--- config.mk ---
export PLATFORM = sky130hd
export DESIGN_NAME = pipeline_ctrl
export DESIGN_NICKNAME = d
export VERILOG_FILES = /design/src/rtl/pipeline_ctrl.sv
export SDC_FILE = /design/constraint.sdc
export NUM_CORES = 1
export LEC_CHECK = 0
export ABC_AREA = 1
export BUFFER_PORTS_ARGS = -buffer_cell sky130_fd_sc_hd__buf_2
export CAP_MARGIN = 20
export CORE_UTILIZATION = 40
export CTS_CLUSTER_SIZE = 8
export DETAILED_ROUTE_END_ITERATION = 6
export PLACE_DENSITY = 0.71
export SYNTH_ARGS = -nofsm -noshare
export SYNTH_HDL_FRONTEND = slang
export SYNTH_SLANG_ARGS = --single-unit
--- constraint.sdc ---
create_clock -name clk -period 4.95 [get_ports clk]
set_clock_uncertainty 0.05 [all_clocks]
set_input_delay 0.2475 -clock clk [delete_from_list [all_inputs] [get_ports clk]]
set_output_delay 0.2475 -clock clk [all_outputs]
set_load 0.005 [all_outputs]
--- src/rtl/pipeline_ctrl.sv ---
// pipeline_ctrl: hazard/sequencing controller for the five-stage RV32I pipeline
module pipeline_ctrl #(
  parameter int CNT_W = 32
) (
  input  logic             clk,
  input  logic             rst_n,
  input  logic             imem_resp,
  input  logic             dmem_req,
  input  logic             dmem_resp,
  input  logic [4:0]       id_rs1,
  input  logic [4:0]       id_rs2,
  input  logic             id_uses_rs1,
  input  logic             id_uses_rs2,
  input  logic [4:0]       ex_rd,
  input  logic             ex_is_load,
  input  logic             ex_mispredict,
  input  logic [31:0]      ex_target,
  output logic             pc_load,
  output logic             if_id_load,
  output logic             if_id_flush,
  output logic             id_ex_load,
  output logic             id_ex_flush,
  output logic             ex_mem_load,
  output logic             mem_wb_load,
  output logic             redirect_valid,
  output logic [31:0]      redirect_pc,
  output logic [CNT_W-1:0] stall_cnt,
  output logic [CNT_W-1:0] flush_cnt
);
  typedef enum logic {RUN, REDIR_PEND} state_t;
  state_t state, state_nxt;
  logic [31:0] saved_target;
  logic capture, flush_inc;
  logic mem_stall, fetch_stall, lu_hazard;
  assign mem_stall   = dmem_req & ~dmem_resp;
  assign fetch_stall = ~imem_resp;
  assign lu_hazard   = ex_is_load & (ex_rd != 5'd0) &
                       ((id_uses_rs1 & (id_rs1 == ex_rd)) | (id_uses_rs2 & (id_rs2 == ex_rd)));
  // Strobe generation and next-state; earlier hazards take priority over later ones
  always_comb begin
    pc_load        = 1'b0;
    if_id_load     = 1'b0;
    if_id_flush    = 1'b0;
    id_ex_load     = 1'b0;
    id_ex_flush    = 1'b0;
    ex_mem_load    = 1'b0;
    mem_wb_load    = 1'b0;
    redirect_valid = 1'b0;
    redirect_pc    = (state == REDIR_PEND) ? saved_target : ex_target;
    state_nxt      = state;
    capture        = 1'b0;
    flush_inc      = 1'b0;
    if (state == RUN) begin
      if (mem_stall) begin
        pc_load = 1'b0;
      end else if (ex_mispredict) begin
        if_id_load     = 1'b1;
        if_id_flush    = 1'b1;
        id_ex_load     = 1'b1;
        id_ex_flush    = 1'b1;
        ex_mem_load    = 1'b1;
        mem_wb_load    = 1'b1;
        flush_inc      = 1'b1;
        pc_load        = imem_resp;
        redirect_valid = imem_resp;
        capture        = ~imem_resp;
        state_nxt      = imem_resp ? RUN : REDIR_PEND;
      end else if (lu_hazard) begin
        id_ex_load  = 1'b1;
        id_ex_flush = 1'b1;
        ex_mem_load = 1'b1;
        mem_wb_load = 1'b1;
      end else begin
        pc_load     = ~fetch_stall;
        if_id_load  = 1'b1;
        if_id_flush = fetch_stall;
        id_ex_load  = 1'b1;
        ex_mem_load = 1'b1;
        mem_wb_load = 1'b1;
      end
    end else if (!mem_stall) begin
      pc_load        = imem_resp;
      redirect_valid = imem_resp;
      if_id_load     = 1'b1;
      if_id_flush    = 1'b1;
      id_ex_load     = 1'b1;
      ex_mem_load    = 1'b1;
      mem_wb_load    = 1'b1;
      state_nxt      = imem_resp ? RUN : REDIR_PEND;
    end
  end
  // State, deferred redirect target and performance counters
  always_ff @(posedge clk or negedge rst_n) begin
    if (!rst_n) begin
      state        <= RUN;
      saved_target <= 32'd0;
      stall_cnt    <= '0;
      flush_cnt    <= '0;
    end else begin
      state <= state_nxt;
      if (capture) saved_target <= ex_target;
      if (!pc_load) stall_cnt <= stall_cnt + CNT_W'(1);
      if (flush_inc) flush_cnt <= flush_cnt + CNT_W'(1);
    end
  end
endmodule

==> impl_metrics.yaml <==
global_routing:
  grt_pass1_wl_um: 26400
  grt_usage_pct: 20.7
  grt_overflow: 0
  grt_pass1_vias: 5724
  grt_max_degree: 68
  antenna_found_initial: 0
detailed_routing:
  drc: 14
  drt-pass1-iter-count: 7
  via_count: 6002
  drt-initial-drc-count: 441
  wl_per_cell_um: 12.6
  antenna_left: 0
  vias_per_cell: 4.92
  wl_um: 15400
clocking:
  h-tree-depth: 3
  cts.sinks: 97
  clk_pin_slew_ns: 0.07
  clock_latency_ns: 0.35
  ctsResizeCount: 0
  cts_tree: "yes"
  cts_buffer_depth: 2
  cts_root_buffer: "clkbuf_16"
  numCtsBuffers: 9
sta:
  setup-tns-final_ns: 0
  hold_slack_ns: 0.103
  maxSlewViolCount: 0
  post-route-min-period_ns: 3.15
  finalHoldViolations: 0
  slew_headroom_pct: 33.3
  setup_viol: 0
  clock.fmax_mhz: 317
  tightest_slew_ns: 0.996
  layout_setup_ws_ns: 1.80
  rsz0062_at_grt: "false"
  period_share_pct: 63.7
finish:
  diodes: 0
  n_fill_cell: 1463
  nNetsFinal: 1088
  drive_gt1_share_pct: 21.2
  area_delta_synth_final_pct: 20.5
  final_cells: 1219
die:
  die_area_um2: 15600
  boundaryPins: 160
  fp.dieH_um: 125
  core_um2: 14600
  num_rows: 44
  start_util_pct: 41.3
  die_w_um: 125
placement:
  hpwl_um: 11500
  dp_slack_ns: 2.17
  port_buffers: 159
  placed_cells: 1202
  gp_congestion: 0.933
synthesis:
  synth_seq_area_share_pct: 40.1
  ys_ff_latch: 97
  syn_area_per_cell_um2: 6.85
  synth_top_area_share_pct: 40.1
  yosysWarnings: 0
  yosys.area.top_type: "dfrtp_1"
  synthCells: 884
  synthArstFlopShare_pct: 100
  synth_area_leaders: "dfrtp_1, nand2_1, inv_1"
  synth.distinct_cells: 31
  synth_edf_count: 0
  synthesis.nets: 942
  synthFlopType: "dfrtp_1"
  syn_area_um2: 6050
worst_hold_path:
  hold_start: "ex_target[21]"
  hold_class: "in2reg"
worst_setup_path:
  cp.required_ns: 4.65
  max_stage_delay_ns: 0.75
  crit_family: "simple AND/OR/NAND/NOR gates"
  crit_path_start_kind: "flip-flop"
  crit_type: "reg2out"
  worst_r2r_startpoint: "state"
  path_cells: "nor2_1 -> nand3_2 -> nand2_4 -> inv_1 -> buf_2"
  critPathBufInv: 2
  cp_max_fo: 67
  cp-startpoint: "state"
  crit_arrival_ns: 2.86
  cp-end-kind: "output pin"
  crit_slowest_cell: "dfrtp_2"
pwr:
  leakagePower_uw: 0.00383
  vdd_drop_max_uv: 144
  power_density_nw_per_um2: 304
run_status:
  status: "finished, violations left"
  violations: "design-rule violations"
run:
  max-cap-violations: 0
## cell families after synthesis
group                      after synthesis  synth area share, %
and+or+nand+nor                        554                 39.9
buffers and inverters                  125                 8.60
DFF                                     97                 40.1
AOI/OAI and AO/OA                       70                 5.79
xor gates and xnor gates                36                 5.21
adders and majority gates                2                0.413
## per-stage QoR
step           power (uW)  cell area (um^2)  util (%)
5_1_grt              2350              7290      49.8
4_1_cts              2240              7290      49.8
2_1_floorplan        1260              6050         -
6_report             2220              7290      49.8
3_5_place_dp         1450              6950      47.5
3_3_place_gp         1440              6950      47.5
## per-layer routing
layer	routed length, um	GRT usage, %	vias to the layer above
met5	0	0	-
met2	7250	35.1	168
li1	-	-	3054
met1	7150	26.8	2764
met4	215	6.31	0
met3	774	3.64	16
## worst reg2reg max path: stages, from the launching register on
cell and delay, ns:
dfrtp_2 0.99, inv_2 0.15, nand3_4 0.29, inv_4 0.15, nand2_2 0.74, o21ai_0 0.21
## registers in the layout (all words and copies together), names as in the netlist
signal	count
state	1
saved_target	32
stall_cnt	32
flush_cnt	32
## worst paths after layout
check,end,slack [ns],depth (start not counted)
worst max-delay path,pc_load,1.80,5
worst max register to register,saved_target[9],2.21,5
min in group asynchronous,stall_cnt[11],0.36,2
worst min-delay path,saved_target[21],0.10,3
max in group asynchronous,state,3.33,3
worst min register to register,saved_target[13],0.44,2
## cells in the mapped netlist (5+ instances only)
| library cell | count |
|---|---|
| nor2_2 | 7 |
| nand2_1 | 350 |
| nand4_1 | 10 |
| nand3b_1 | 12 |
| inv_1 | 86 |
| o21ai_1 | 10 |
| o21ai_0 | 59 |
| xnor2_1 | 9 |
| buf_2 | 9 |
| nand3_1 | 58 |
| nor2_1 | 71 |
| nor3_2 | 5 |
| nor3_1 | 22 |
| xor2_1 | 27 |
| dfrtp_1 | 97 |
| inv_2 | 11 |
| clkbuf_1 | 11 |
| nand2_2 | 6 |
## layout by cell type, fill, tap and decap left out
cell type | netlist | routed
a21oi_1 | 1 | 1
buf_2 | 9 | 158
buf_4 | 2 | 3
bufinv_16 | 0 | 2
clkbuf_16 | 0 | 9
clkbuf_8 | 0 | 1
clkinv_4 | 0 | 1
dfrtp_1 | 97 | 96
dfrtp_2 | 0 | 1
dlygate4sd3_1 | 0 | 1
ha_1 | 2 | 2
inv_1 | 86 | 86
inv_2 | 11 | 11
inv_4 | 1 | 1
inv_6 | 0 | 3
nand2_1 | 350 | 350
nand2_2 | 6 | 6
nand2_4 | 1 | 1
nand3_1 | 58 | 58
nand3_2 | 3 | 3
nand3_4 | 2 | 2
nand3b_1 | 12 | 12
nand4_1 | 10 | 10
nor2_1 | 71 | 71
nor2_2 | 7 | 7
nor2_4 | 4 | 4
nor3_1 | 22 | 22
nor3_2 | 5 | 5
nor3_4 | 1 | 1
nor3b_1 | 1 | 1
nor4_1 | 1 | 1
o21ai_0 | 59 | 59
o21ai_1 | 10 | 10
xnor2_1 | 9 | 9
xor2_1 | 27 | 27
## where the power goes
part	internal [uW]	switching, uW
Combinational	172	235
Clock	463	319
Sequential	895	131
Total	1530	685
## what timing repair did
action,4_1_cts,5_1_grt
buffers inserted,0,0
hold buffers,1,0
endpoints found under the hold margin,39,0
## layout make-up
class                           instances  area (um^2)  area share, %
Clock buffer                           10          239           3.28
Clock inverter                          6         95.1           1.30
Inverter                               98          370           5.08
Multi-Input combinational cell        662         3110           42.6
Sequential cell                        97         2430           33.3
Tap cell                              184          230           3.16
Timing Repair Buffer                  162          823           11.3
(Power assumes the default switching activity.)
